==> config.mk <==
export PLATFORM = sky130hd
export DESIGN_NAME = ni_tx_packetizer
export DESIGN_NICKNAME = d
export VERILOG_FILES = /design/src/rtl/ni_tx_packetizer.sv
export SDC_FILE = /design/constraint.sdc
export NUM_CORES = 1
export LEC_CHECK = 0
export CORE_MARGIN = 2
export CORE_UTILIZATION = 63
export DETAILED_ROUTE_END_ITERATION = 10
export HOLD_SLACK_MARGIN = 0.1
export PLACE_DENSITY = 0.88
export SYNTH_ARGS = -nofsm -noshare
export SYNTH_HDL_FRONTEND = slang
export SYNTH_SLANG_ARGS = --single-unit
==> constraint.sdc <==
create_clock -name clock -period 9.25 [get_ports clock]
set_input_delay 2.3125 -clock clock [delete_from_list [all_inputs] [get_ports clock]]
set_output_delay 2.3125 -clock clock [all_outputs]
set_load 0.02 [all_outputs]
==> src/rtl/ni_tx_packetizer.sv <==
// ni_tx_packetizer: header/size/payload packetizer with a credit-based router handshake and a payload skid FIFO.
// Define NI_TX_CHECKSUM_EN to append an XOR checksum flit and to send size+1 in the size flit.
module ni_tx_packetizer #(
    parameter int FLIT_WIDTH = 16,
    parameter int FIFO_DEPTH = 8,
    parameter int ADDR_WIDTH = 8
) (
    input  logic                  clock,
    input  logic                  reset,
    input  logic                  start,
    input  logic [ADDR_WIDTH-1:0] target,
    input  logic [FLIT_WIDTH-1:0] size,
    output logic                  busy,
    output logic                  done,
    input  logic                  pl_valid,
    input  logic [FLIT_WIDTH-1:0] pl_data,
    output logic                  pl_ready,
    output logic                  tx,
    output logic [FLIT_WIDTH-1:0] data_out,
    input  logic                  credit_i
);
    localparam int AW = $clog2(FIFO_DEPTH);
    typedef enum logic [2:0] {IDLE, HEADER, SIZE, PAYLOAD, CKSUM} state_t;
    state_t state, nxt;
    logic [ADDR_WIDTH-1:0] tgt;
    logic [FLIT_WIDTH-1:0] sz, remaining, accepted, size_flit, tail_flit;
    logic [FLIT_WIDTH-1:0] mem [FIFO_DEPTH];
    logic [AW-1:0] wr_ptr, rd_ptr;
    logic [AW:0] count;
    logic xfer, push, pop, take;
    assign take = (state == IDLE) && start;
    assign xfer = tx && credit_i;
    assign pop = (state == PAYLOAD) && xfer;
    assign push = pl_valid && pl_ready;
    // count[AW] set means the FIFO holds exactly FIFO_DEPTH entries
    assign pl_ready = (state != IDLE) && !count[AW] && (accepted < sz);
`ifdef NI_TX_CHECKSUM_EN
    localparam state_t TAIL = CKSUM;
    logic [FLIT_WIDTH-1:0] cksum;
    always_ff @(posedge clock or negedge reset)
        if (!reset) cksum <= '0;
        else cksum <= take ? '0 : pop ? cksum ^ mem[rd_ptr] : cksum;
    assign size_flit = sz + FLIT_WIDTH'(1);
    assign tail_flit = cksum;
`else
    localparam state_t TAIL = IDLE;
    assign size_flit = sz;
    assign tail_flit = '0;
`endif
    always_ff @(posedge clock or negedge reset) begin
        if (!reset) begin
            state <= IDLE;
            tgt <= '0;
            sz <= '0;
            remaining <= '0;
            accepted <= '0;
            wr_ptr <= '0;
            rd_ptr <= '0;
            count <= '0;
            busy <= 1'b0;
            done <= 1'b0;
        end else begin
            state <= nxt;
            busy <= nxt != IDLE;
            done <= (state != IDLE) && (nxt == IDLE);
            tgt <= take ? target : tgt;
            sz <= take ? size : sz;
            remaining <= take ? size : pop ? remaining - FLIT_WIDTH'(1) : remaining;
            accepted <= take ? '0 : push ? accepted + FLIT_WIDTH'(1) : accepted;
            wr_ptr <= push ? wr_ptr + AW'(1) : wr_ptr;
            rd_ptr <= pop ? rd_ptr + AW'(1) : rd_ptr;
            count <= count + (AW+1)'(push) - (AW+1)'(pop);
        end
    end
    always_ff @(posedge clock)
        if (push) mem[wr_ptr] <= pl_data;
    always_comb begin
        nxt = state;
        case (state)
            IDLE:    nxt = start ? HEADER : IDLE;
            HEADER:  nxt = xfer ? SIZE : HEADER;
            SIZE:    nxt = xfer ? ((sz != '0) ? PAYLOAD : TAIL) : SIZE;
            PAYLOAD: nxt = (xfer && remaining == FLIT_WIDTH'(1)) ? TAIL : PAYLOAD;
            CKSUM:   nxt = xfer ? IDLE : CKSUM;
            default: nxt = IDLE;
        endcase
    end
    always_comb begin
        tx = (state == HEADER) || (state == SIZE) || (state == CKSUM) ||
             ((state == PAYLOAD) && (count != '0));
        data_out = (state == HEADER) ? FLIT_WIDTH'(tgt) :
                   (state == SIZE) ? size_flit :
                   (state == CKSUM) ? tail_flit :
                   ((state == PAYLOAD) && (count != '0)) ? mem[rd_ptr] : '0;
    end
endmodule

==> impl_results.md <==
- Status: finished clean
- Post-synth net total: 707
- CTS Sinks: 199
- Max cap viols: 0
- Register area: 5620 um2
- Main synth FF type: edfxtp_1
- Clock Power Share: 24.0%
- Mapped Cells: 636
- Number of distinct library cells after synthesis: 59
- Hold wc startpoint: tgt[4]$_DFFE_PN0P_
- Synth Area in Compound Gates: 7.80%
- TritonCTS clock tree: built
- Met3 wire length: 1.36 mm
- Post-route cell area: 10400 um2
- Num ports: 65
- Max FO, Critical Path: 34
- Synth area leaders: edfxtp_1 (43%), dfrtp_1 (20%), mux4_2 (8.1%)
- Area leader, netlist: edfxtp_1
- Post-CTS sizing: 0
- Ant diodes: 0
- Fmax: 175 MHz
- Clk_skew: 9.99 ps
- GR Overflow Total: 0
- Drt total wl: 20.3 mm
- Worst VDD drop: 0.000267 V
- First-pass GRT wire length: 32.0 mm
- FF+latch count, synth: 199
- Row cnt: 43
- Dpl cells: 856
- Max Slew Vio Count: 0
- Number of hold buffers added after cts: 0
- # nets final: 766
- Synth Area in XOR/XNOR: 1.97%
- Seq pwr share: 40.3%
- Final ANT Viol Nets: 0
- Utilization after layout: 75.1%
- CP top delay family: flip-flops
- Crit path launch: rd_ptr[0]$_DFFE_PN0P_
- Synthesized cell area: 8900 um2
- Residual DRC: 0
- CTS clk-pin slew, worst paths: 70 ps
- H-Tree Depth: 4
- Crit path arrival time: 3420 ps
- Switching Share: 36.3%
- Vias in the first global route: 5806
- Gate power share: 35.7%
- Total CTS buffers: 17
- Post-DP HPWL: 12.9 mm
- Slew HR: 20.3%
- R2R setup slack: 5520 ps
- Chip height: 123 um
- WS Path Type: flop to output pin
- Synth-to-Final Area Change: 16.7%
- FF-to-FF Start: size_flit[15]$_DFFE_PN0P_
- Non-Filler Instances: 888
- Commonest non-fill, non-tap cell in the layout: edfxtp_1
- Leakage: 3.83 nW
- Die Footprint: 15100 um2
- Largest family of logic cells by synthesized area: multiplexers
- Die width: 123 um
- Post-synthesis async set-or-reset flop share: 35.7%
- Met2 WL: 10.1 mm
- Mux cell area share after synthesis: 10.5%
- DP Area: 9750 um2
- Final hold violation count: 0
- TritonRoute pass-1 iters: 5
- Worst Max-Slew Pin Slew: 1190 ps
- Cell Pwr Density: 319 nW/um2
- P_sw: 1.20 mW
- CTS max path bufs: 2
- Top Metal Used: met4
- Core area: 13800 um2
- Crit path buffers/inverters: 1
- RSZ-0062 raised after global routing: false
- Post-synth EDFFs: 128
- WL per Instance: 22.8 um
- Final setup fails: 0
- GRT Total Usage: 29.0%
- Post-synthesis simple-gate area fraction: 9.94%
- Worst min path class: flop to flop
- Fill cells: 756
- Internal power: 2.11 mW
- Most frequent cells in the layout: edfxtp_1 (128), dfrtp_1 (70), nand2_1 (66)
- Layout cells sized above 1: 14.3%
- Initial Util: 64.3%
- Initial DRC count: 597
- YS warnings: 0
- TNS Setup: 0 ps
- Slowest cell on the critical path: dfrtp_2
- Tmin final: 5730 ps
- Mean area per synthesized cell: 14.0 um2
- Initial antenna violation count: 0
- Post-synth top area share: 43.2%
- Crit path required time: 6940 ps
- Buffers on Ports: 64
- Post-DR vias/cell: 6.45
- Worst Setup Start Kind: flop
- Overall power: 3.31 mW
- Postcts setup bufs: 0
- Crit-path cells: mux4_2 > mux2_2 > a221oi_1 > nor2_1 > clkdlybuf4s50_1
- Critical Path Sink Type: output pin
- Clock latency on the worst-skew pair: 450 ps
- Via Count: 5724
- Clock root buffer: clkbuf_16
- CP max stage delay: 1090 ps
- Wl on met1: 8.23 mm
- Final Wtd Congestion: 0.875
- Pin count of the biggest net entering global routing: 72
- Final worst-path cycle share: 62.0%
- Post-Synth Adder-Cell Area: 3.85%
- Footprint of the multi-input gates: 3100 um2
- Register area share after synthesis: 63.2%
[Yosys cell counts (3+ instances only)]
cell and instances:
edfxtp_1 128, dfrtp_1 71, nand2_1 66, o21ai_0 40
mux4_2 32, inv_1 28, nor2_1 27, ha_1 25
a21oi_1 17, clkbuf_1 15, xnor2_1 15, nand3_1 14
buf_2 11, nor3_1 11, nor4_1 11, o31ai_1 11
mux2_2 10, mux2i_1 10, or4_1 9, a221oi_1 8
nand4_1 8, buf_1 5, or3_1 5, xor2_1 5
o21ai_1 4, a211o_1 3, a21o_1 3, and2_1 3
and3_1 3, nor4b_1 3, o311ai_0 3
[registers in the layout, summed over array words and instances (netlist names)]
name	flops
state	3
busy	1
done	1
count	4
remaining	16
size_flit	16
tgt	8
accepted	16
rd_ptr	3
mem	128
wr_ptr	3
[power by group through the flow]
stage | clock (mW) | combinational, mW | sequential [mW]
finish | 0.796 | 1.18 | 1.33
global route | 0.834 | 1.27 | 1.36
CTS | 0.799 | 1.18 | 1.33
detailed placement | 0 | 1.16 | 1.34
global placement | 0 | 1.10 | 1.33
floorplan | 0 | 0.843 | 1.22
[through the flow]
stage	setup slack (ps)	hold WS (ps)
after floorplan	4290	446
after global placement	3980	462
after detailed placement	3950	465
after CTS	3430	483
after global routing	3230	508
final	3520	487
[layer usage]
| layer | track usage (%) | up-vias |
|---|---|---|
| met3 | 6.32 | 53 |
| met2 | 46.7 | 274 |
| li1 | - | 2546 |
| met1 | 38.7 | 2851 |
| met5 | 0 | - |
| met4 | 11.7 | 0 |
[layout make-up]
| cell class | instances | share of cell area, % |
|---|---|---|
| Tap cell | 180 | 2.17 |
| Sequential cell | 199 | 54.2 |
| Multi-Input combinational cell | 377 | 29.9 |
| Clock buffer | 18 | 4.13 |
| Clock inverter | 14 | 1.95 |
| Timing Repair Buffer | 72 | 6.70 |
| Inverter | 28 | 1.01 |
[kinds of logic (layout without fill, tap and decap cells)]
logic type	after synthesis	in the layout
flip-flops	199	199
AND/OR/NAND/NOR	175	175
AO/OA/AOI/OAI	103	103
buffers and inverters	60	132
multiplexers	52	52
adder cells (fa/ha/maj)	27	27
XOR/XNOR	20	20
[worst paths after layout]
kind | endpoint | cells after the start
max in group asynchronous | rd_ptr[0]$_DFFE_PN0P_ | 2
min | tgt[4]$_DFFE_PN0P_ | 2
min in group asynchronous | accepted[11]$_DFFE_PN0P_ | 2
min reg2reg | tgt[4]$_DFFE_PN0P_ | 2
max reg2reg | count[2]$_DFF_PN0_ | 11
max | data_out[1] | 5
[tightest hold or removal path, delay by kind of cell (launching register included)]
family,cells,cell delay [ps]
and+or+nand+nor,2,120
DFF,1,340
Power figures use the tool's default switching activity.
